File: src/rtl/lcd_seq_pkg.sv
// State encodings and per-state output decode for the LCD panel power sequencer.
// COOL is not a separate encoding: it is ST_OFF with the sequencer's cool flag set.
package lcd_seq_pkg;

  typedef enum logic [2:0] {
    ST_OFF    = 3'd0,
    ST_PWR_UP = 3'd1,
    ST_VID_UP = 3'd2,
    ST_BL_UP  = 3'd3,
    ST_RUN    = 3'd4,
    ST_BL_DN  = 3'd5,
    ST_VID_DN = 3'd6,
    ST_VDD_DN = 3'd7
  } lcd_state_t;

  typedef struct packed {
    logic vdd;
    logic video;
    logic led;
    logic pwm;
  } seq_out_t;

  localparam seq_out_t OUT_OFF    = 4'b0000;
  localparam seq_out_t OUT_PWR_UP = 4'b1000;
  localparam seq_out_t OUT_VID_UP = 4'b1100;
  localparam seq_out_t OUT_BL_UP  = 4'b1110;
  localparam seq_out_t OUT_RUN    = 4'b1111;
  localparam seq_out_t OUT_BL_DN  = 4'b1110;
  localparam seq_out_t OUT_VID_DN = 4'b1100;
  localparam seq_out_t OUT_VDD_DN = 4'b1000;
  localparam seq_out_t OUT_COOL   = 4'b0000;

endpackage

File: src/rtl/lcd_bl_pwm.sv
// Backlight PWM: prescaler, 8-bit period counter and period-aligned brightness latch.
// Output is a register gated by enable, so it drops on the same edge enable drops.
module lcd_bl_pwm #(
  parameter int PWM_PRESCALE = 4
) (
  input  logic       clk,
  input  logic       rst_n,
  input  logic       enable,
  input  logic [7:0] brightness,
  output logic       pwm
);

  localparam int PS_W = (PWM_PRESCALE > 1) ? $clog2(PWM_PRESCALE) : 1;
  localparam logic [PS_W-1:0] PS_LAST = PS_W'(PWM_PRESCALE - 1);

  logic [PS_W-1:0] presc;
  logic [7:0]      pwm_cnt;
  logic [7:0]      bright_q;
  logic            pwm_q;
  logic            step;

  assign step = (presc == PS_LAST);

  // While idle the counter sits at the start of a period, so the first RUN
  // cycle already carries the right compare result for count 0.
  always_ff @(posedge clk or negedge rst_n) begin
    if (!rst_n) begin
      presc    <= '0;
      pwm_cnt  <= '0;
      bright_q <= '0;
      pwm_q    <= 1'b0;
    end else if (!enable) begin
      presc    <= '0;
      pwm_cnt  <= '0;
      bright_q <= brightness;
      pwm_q    <= (brightness != 8'd0);
    end else if (step) begin
      presc   <= '0;
      pwm_cnt <= pwm_cnt + 8'd1;
      if (pwm_cnt == 8'hFF) begin
        bright_q <= brightness;
        pwm_q    <= (brightness != 8'd0);
      end else begin
        pwm_q <= ((pwm_cnt + 8'd1) < bright_q);
      end
    end else begin
      presc <= presc + PS_W'(1);
    end
  end

  assign pwm = enable & pwm_q;

endmodule

File: src/rtl/lcd_power_seq.sv
// Panel VDD / video / backlight power sequencer with timed up/down phases and cooldown.
// Outputs register on the edge entering each state; aborts mid power-up unwind from the matching down state.
module lcd_power_seq
  import lcd_seq_pkg::*;
#(
  parameter int T_VDD        = 4000,
  parameter int T_VID        = 14400,
  parameter int T_BL         = 720,
  parameter int T_COOL       = 36000,
  parameter int PWM_PRESCALE = 4,
  parameter int CNT_W        = 24
) (
  input  logic       clk,
  input  logic       rst_n,
  input  logic       power_req,
  input  logic       link_locked,
  input  logic [7:0] brightness,
  output logic       panel_vdd_en,
  output logic       video_en,
  output logic       led_en,
  output logic       led_pwm,
  output logic       ready,
  output logic [2:0] state
);

  localparam logic [CNT_W-1:0] D_VDD  = CNT_W'(T_VDD - 1);
  localparam logic [CNT_W-1:0] D_VID  = CNT_W'(T_VID - 1);
  localparam logic [CNT_W-1:0] D_BL   = CNT_W'(T_BL - 1);
  localparam logic [CNT_W-1:0] D_COOL = CNT_W'(T_COOL - 1);
  localparam logic [CNT_W-1:0] ONE    = CNT_W'(1);

  logic             go;
  lcd_state_t       st;
  logic             cool;
  logic [CNT_W-1:0] cnt;
  seq_out_t         outs;

  assign go = power_req & link_locked;

  always_ff @(posedge clk or negedge rst_n) begin
    if (!rst_n) begin
      st   <= ST_OFF;
      cool <= 1'b0;
      cnt  <= '0;
      outs <= OUT_OFF;
    end else begin
      case (st)
        ST_OFF: begin
          if (cool) begin
            if (cnt == '0) cool <= 1'b0;
            else           cnt  <= cnt - ONE;
          end else if (go) begin
            st <= ST_PWR_UP; cnt <= D_VDD; outs <= OUT_PWR_UP;
          end
        end
        ST_PWR_UP: begin
          if (!go) begin
            st <= ST_VDD_DN; cnt <= D_VDD; outs <= OUT_VDD_DN;
          end else if (cnt == '0) begin
            st <= ST_VID_UP; cnt <= D_VID; outs <= OUT_VID_UP;
          end else begin
            cnt <= cnt - ONE;
          end
        end
        ST_VID_UP: begin
          if (!go) begin
            st <= ST_VID_DN; cnt <= D_VID; outs <= OUT_VID_DN;
          end else if (cnt == '0) begin
            st <= ST_BL_UP; cnt <= D_BL; outs <= OUT_BL_UP;
          end else begin
            cnt <= cnt - ONE;
          end
        end
        ST_BL_UP: begin
          if (!go) begin
            st <= ST_BL_DN; cnt <= D_BL; outs <= OUT_BL_DN;
          end else if (cnt == '0) begin
            st <= ST_RUN; outs <= OUT_RUN;
          end else begin
            cnt <= cnt - ONE;
          end
        end
        ST_RUN: begin
          if (!go) begin
            st <= ST_BL_DN; cnt <= D_BL; outs <= OUT_BL_DN;
          end
        end
        // Down phases ignore go: once started, the panel always reaches OFF.
        ST_BL_DN: begin
          if (cnt == '0) begin
            st <= ST_VID_DN; cnt <= D_VID; outs <= OUT_VID_DN;
          end else begin
            cnt <= cnt - ONE;
          end
        end
        ST_VID_DN: begin
          if (cnt == '0) begin
            st <= ST_VDD_DN; cnt <= D_VDD; outs <= OUT_VDD_DN;
          end else begin
            cnt <= cnt - ONE;
          end
        end
        ST_VDD_DN: begin
          if (cnt == '0) begin
            st <= ST_OFF; cool <= 1'b1; cnt <= D_COOL; outs <= OUT_COOL;
          end else begin
            cnt <= cnt - ONE;
          end
        end
      endcase
    end
  end

  lcd_bl_pwm #(
    .PWM_PRESCALE(PWM_PRESCALE)
  ) u_bl_pwm (
    .clk       (clk),
    .rst_n     (rst_n),
    .enable    (outs.pwm),
    .brightness(brightness),
    .pwm       (led_pwm)
  );

  assign panel_vdd_en = outs.vdd;
  assign video_en     = outs.video;
  assign led_en       = outs.led;
  assign ready        = outs.pwm;
  assign state        = st;

endmodule

File: config.mk
export PLATFORM = sky130hd
export DESIGN_NAME = lcd_power_seq
export DESIGN_NICKNAME = d
export VERILOG_FILES = /design/src/rtl/lcd_seq_pkg.sv /design/src/rtl/lcd_bl_pwm.sv /design/src/rtl/lcd_power_seq.sv
export SDC_FILE = /design/constraint.sdc
export NUM_CORES = 1
export LEC_CHECK = 0
export CAP_MARGIN = 20
export CORE_ASPECT_RATIO = 0.8
export CORE_MARGIN = 2
export CORE_UTILIZATION = 55
export DETAILED_ROUTE_END_ITERATION = 10
export GPL_TIMING_DRIVEN = 0
export PLACE_DENSITY = 0.71
export SETUP_SLACK_MARGIN = 0.15
export SLEW_MARGIN = 5
export SYNTH_ARGS = -nofsm -noshare
export SYNTH_HDL_FRONTEND = slang
export SYNTH_SLANG_ARGS = --single-unit
File: constraint.sdc
create_clock -name clk -period 3.4 [get_ports clk]
set_input_delay 0.68 -clock clk [delete_from_list [all_inputs] [get_ports clk]]
set_output_delay 0.68 -clock clk [all_outputs]
set_load 0.1 [all_outputs]
== Word-level counts from Yosys, hierarchy flattened ==
Cells that the tools add are included.

* Bits in registers: 51
* Bits in latches: 0
* Memory bits (writable): 0
* Memory bits (read-only): 0
* Input port bits: 12
* Output and inout bits: 8
* Word-level logic and storage cells: 98
* Memories: 0

* Add/sub/neg operators: 3
* Multipliers: 0
* Div/mod/pow operators: 0
* Order comparisons: 1
* Equality and inequality tests: 21
* Shift operators: 0
* Mux-type cells: 51
* Bitwise gates (word level): 2
* Reductions and logical operators: 9

{| class="wikitable"
|+ Operator list
! operator !! number
|-
| $mux 24 || 11
|-
| $pmux 24 s8 || 1
|-
| $mux 4 || 11
|-
| $mux 8 || 5
|-
| $mux 3 || 12
|-
| $pmux 4 s8 || 1
|-
| $logic_not 24->1 || 1
|-
| $pmux 3 s8 || 1
|-
| $sub 24x1->24 const B || 1
|-
| $eq 3x3->1 const B || 4
|-
| $ne 2x2->1 const B || 6
|-
| $ne 3x3->1 const B || 4
|-
| $reduce_and 9->1 || 1
|-
| $add 8x1->8 const B || 1
|-
| $eq 8x8->1 const B || 1
|-
| $lt 8x8->1 || 1
|-
| $reduce_bool 8->1 || 1
|-
| $reduce_and 7->1 || 1
|-
| $eq 3x2->1 const B || 2
|-
| $mux 1 || 6
|-
| $reduce_and 2->1 || 3
|-
| $mux 2 || 2
|-
| $ne 2x1->1 const B || 2
|-
| $eq 3x1->1 const B || 1
|-
| other kinds (6) || 7
|}

== Logic depth before layout (Yosys ltp) ==
* Depth in word-level cells: 5
* Gate-level depth with buffers: 12
* Gate-level depth less buffers: 9

== Modules after synthesis ==
Synthesis repeated with hierarchy kept, for this count alone.

* Cells, all modules: 414
* Area total of the unflattened synthesis: 3,532.1 um^2

{| class="wikitable"
|+ Modules (own cells, without submodules)
! module !! times used !! cells an instance !! area each (um^2) !! seq. area each (um^2)
|-
| lcd_power_seq || 1 || 300 || 2,394.8 || 800.8
|-
| lcd_bl_pwm || 1 || 114 || 1,137.3 || 475.5
|}

== Worst setup path before layout ==
No wires, ideal clock.

* Path kind: register -> register
* Start point: register st[1] (netlist: state[1])
* End point: register cnt[20]
* Library setup time: 119 ps
* Arrival: 2,568 ps
* Required time: 3,281 ps
* Path slack: 713 ps
* Cell stages (with the launch flop): 9
* Path buffers: 2
* Clock period less this slack: 2,687 ps
* Path through: dfrtp_1 > clkbuf_1 > or2_2 > clkbuf_1 > a21oi_1 > nor4_1 > nor4b_1 > xnor2_1 > nor2_1

* Longest elaborated chain between the ends: 3
* Elaborated cells on any way between the ends: 12
* Those cells by class: 9 x eq/ne; 1 x mux; 2 x reduce/logical

{| class="wikitable"
|+ RTL lines
! what !! line !! source
|-
| from (decl) || lcd_power_seq.sv:33 || <nowiki>lcd_state_t st;</nowiki>
|-
| from (signal assigned) || lcd_power_seq.sv:42 || <nowiki>st <= ST_OFF;</nowiki>
|-
| from (signal assigned) || lcd_power_seq.sv:53 || <nowiki>st <= ST_PWR_UP; cnt <= D_VDD; outs <= OUT_PWR_UP;</nowiki>
|-
| from (signal assigned) || lcd_power_seq.sv:58 || <nowiki>st <= ST_VDD_DN; cnt <= D_VDD; outs <= OUT_VDD_DN;</nowiki>
|-
| $eq 3x3->1 / $logic_not 3->1 (equally long branches) || lcd_power_seq.sv:47 || <nowiki>case (st)</nowiki>
|-
| $ne 2x2->1 (no source line) / $ne 3x3->1 (equally long branches) || - ||
|-
| $reduce_and 2->1 (no source line) || - ||
|-
| to (signal assigned) || lcd_power_seq.sv:51 || <nowiki>else cnt <= cnt - ONE;</nowiki>
|-
| to (signal assigned) || lcd_power_seq.sv:62 || <nowiki>cnt <= cnt - ONE;</nowiki>
|-
| to (signal assigned) || lcd_power_seq.sv:71 || <nowiki>cnt <= cnt - ONE;</nowiki>
|-
| to (decl) || lcd_power_seq.sv:35 || <nowiki>logic [CNT_W-1:0] cnt;</nowiki>
|}

Parallel ways exist; a longest one is shown, timed or not.
A chain may end at the register's enable or synchronous reset.

== Final worst setup path ==
* Start point: register cnt[0]
* End point: register cnt[20]

* Longest elaborated chain between the ends: 4
* Elaborated cells on any way between the ends: 12
* Those cells by class: 1 x add/sub; 10 x mux; 1 x reduce/logical

{| class="wikitable"
|+ RTL lines
! what !! line
|-
| $sub 24x1->24 / $logic_not 24->1 (equally long branches) || -
|-
| $mux 24, on equally long branches (2 in a row) || -
|-
| $pmux 24 s8 (*) || lcd_power_seq.sv:47
|}

Every way passes the cells marked *; elsewhere a longest branch is shown, timed or not.

==> metrics.cfg <==
[grt]
grt_pass1_wl_mm=15.5
first_global_vias=3078
grtUsageMet3_pct=7.81
grt_usage_pct=28.9
met1_usage_pct=43.0
grt_max_degree=28
top_usage_layer=met1
grt_overflow=0
grt_use_met2_pct=42.4
grt_antenna_before_repair=0

[finish]
utilization_pct=64.4
diodes=0
multi_input_area_um2=1980
nets=463
final_cells=520
area_growth_pct=12.2
drive_above_1_share_pct=5.69
seqCellArea_um2=1280
final.fill_count=555
postLayoutCellArea_um2=3850

[timing]
fin_crit_sh_pct=88.8
relSlewSlack_pct=34.8
worst_hold_slack_ps=364
hold_viol=0
finClkSkew_ps=7.05
grt_setup_unrepaired=no
worst_pin_slew_ps=974
min_period_ps=3020
layout_setup_ws_ps=379
setup_tns_ps=0
slew_viol_final=0
timing.fmax_ghz=0.331
final-setup-viol-count=0

[cts]
cts-htree-levels=2
path_clk_slew_ps=100
cts_buffers=5
worstSkewPairLatency_ps=310
post_cts.repair.setup_buffers=0
cts_tree=built
cts-root-buf=clkbuf_8
numClockSinks=51
clock_path_buffers=2

[setup_path]
crit_fanout=5
path_cells=inv_1, ha_1, nor3b_1, nand2_1, nor4_2, nor4b_1, xnor2_1, nor2_1
arrival_ps=3230
critPathLaunchType=flop
max_stage_delay_ps=750
crit_slowest_cell=nor3b_1
worstPathRequired_ps=3610
path_class=flop to flop
endpoint_kind=flop

[worst_hold_path]
worstHoldPathType=primary input to async pin

[routing]
drc=0
num_vias=3209
first_pass_iters=5
finalWirelength_mm=9.27
vias_per_cell=6.17
wl_per_cell_um=17.8
drt_iter0_markers=483
postRouteAntennaNets=0

[yosys]
netlist-cell-type-count=59
synth-warning-count=0
synthCells=412
synth_area_leaders=dfrtp_1 (37%), nand2_1 (5.1%), ha_1 (4.4%), o21ai_0 (4.4%), nor2_1 (4.3%)
synth_edf_count=0
yosysTopAreaCellShare_pct=37.2
async_flop_share_pct=100
syn-cell-area_um2=3430
synth_top_cell_by_area=dfrtp_1
synth_ff_type=dfrtp_1
synth.net_count=436
postSynthAreaPerCell_um2=8.32
yosysSeqAreaShare_pct=37.2
ys_ff_latch=51

[power_and_ir_drop]
power.total_mw=1.31
power.share.switching_pct=28.5
power_density_nw_per_um2=341
combPwrFrac_pct=14.8
p_sw_uw=374
vdd_drop_max_uv=313
p_leak_nw=1.69
clkPwrFrac_pct=32.4
p_int_uw=938
seqPwrFrac_pct=52.8

[job]
cap_violations=0

[die]
die_w_um=92.3
die_y_um=74.6
rows=25
start_util_pct=57.4
die_area_um2=6890
coreArea_um2=5970
ios=20

[placement]
postPlaceCellArea_um2=3740
place_inst=513
portBuffers=19
place.gp.congestion=1.01
dp_hpwl_mm=6.93
pre_cts_ws_ps=274

[status]
status=complete, no violations

[final timing paths]
path,start,endpoint,slack (ps),depth (start not counted)
max in group asynchronous,rst_n,cnt[1],2490,2
min in group clk,u_bl_pwm.presc[0],u_bl_pwm.presc[0],460,1
worst max register to register,cnt[0],cnt[20],380,8
worst max-delay path,cnt[0],cnt[20],380,8
worst min register to register,u_bl_pwm.presc[0],u_bl_pwm.presc[0],460,1
worst min-delay path,rst_n,u_bl_pwm.pwm_q,360,1
[power by group through the flow]
stage / clock (mW) / combinational (mW) / sequential (mW)
after floorplan: 0 / 0.110 / 0.711
after global placement: 0 / 0.187 / 0.700
after detailed placement: 0 / 0.192 / 0.702
after CTS: 0.431 / 0.194 / 0.690
after global routing: 0.450 / 0.219 / 0.699
final: 0.425 / 0.195 / 0.692
[cell usage after synthesis (8+ instances only)]
cell,number
clkbuf_1,18
o21ai_0,30
and2_1,10
nand3_1,13
nor3_1,8
nor4_1,10
inv_1,16
xor2_1,11
a21oi_1,26
nand2_1,47
xnor2_1,15
ha_1,12
dfrtp_1,51
nor2_1,39
[logic make-up (layout without fill, tap and decap cells)]
logic type,count (synthesis),count (layout),synth area share (%)
simple gates,164,164,24.2
buf+inv,42,69,5.18
mux,4,4,1.20
xor+xnor,26,26,6.64
flops,51,51,37.2
compound gates,113,113,21.2
fa+ha+maj,12,12,4.38
[layout make-up]
class	instances	area share (%)
Buffer	25	2.96
Sequential cell	51	33.2
Tap cell	81	2.63
Clock buffer	5	1.79
Multi-Input combinational cell	319	51.5
Clock inverter	2	0.975
Inverter	17	1.66
Timing Repair Buffer	20	5.33
[state kept, by name, summed over array words and instances, names as in the netlist]
register,count
u_bl_pwm.presc,2
cnt,24
led_en,1
ready,1
panel_vdd_en,1
state,3
u_bl_pwm.pwm_q,1
u_bl_pwm.pwm_cnt,8
u_bl_pwm.bright_q,8
cool,1
video_en,1
[worst max-delay path: cells and delay by family, from the launching register on]
kind,cells,cell delay (ps)
flip-flops,1,440
adder cells (fa/ha/maj),1,210
AND/OR/NAND/NOR,5,1990
XOR/XNOR,1,160
buffers and inverters,1,120
[metal layers]
metal	wire length, um	share of wire (%)
met1	4560	49
met4	93	1.0
met5	0	0
met3	796	8.6
met2	3820	41
[what timing repair did]
| action | CTS | global route |
|---|---|---|
| endpoints found under the setup margin | 0 | 2 |
| hold buffers | 0 | 0 |
| gates resized for setup | 0 | 1 |
[cell usage in the layout (no fill, tap or decap), types with 10 or more instances in the layout]
cell type,instances
and2_1,10
nand3_1,13
clkdlybuf4s50_1,18
nor2_1,39
ha_1,12
a21oi_1,26
xnor2_1,15
clkbuf_1,18
xor2_1,11
nand2_1,47
inv_1,16
dfrtp_1,51
o21ai_0,30
Power figures use the tool's default switching activity.
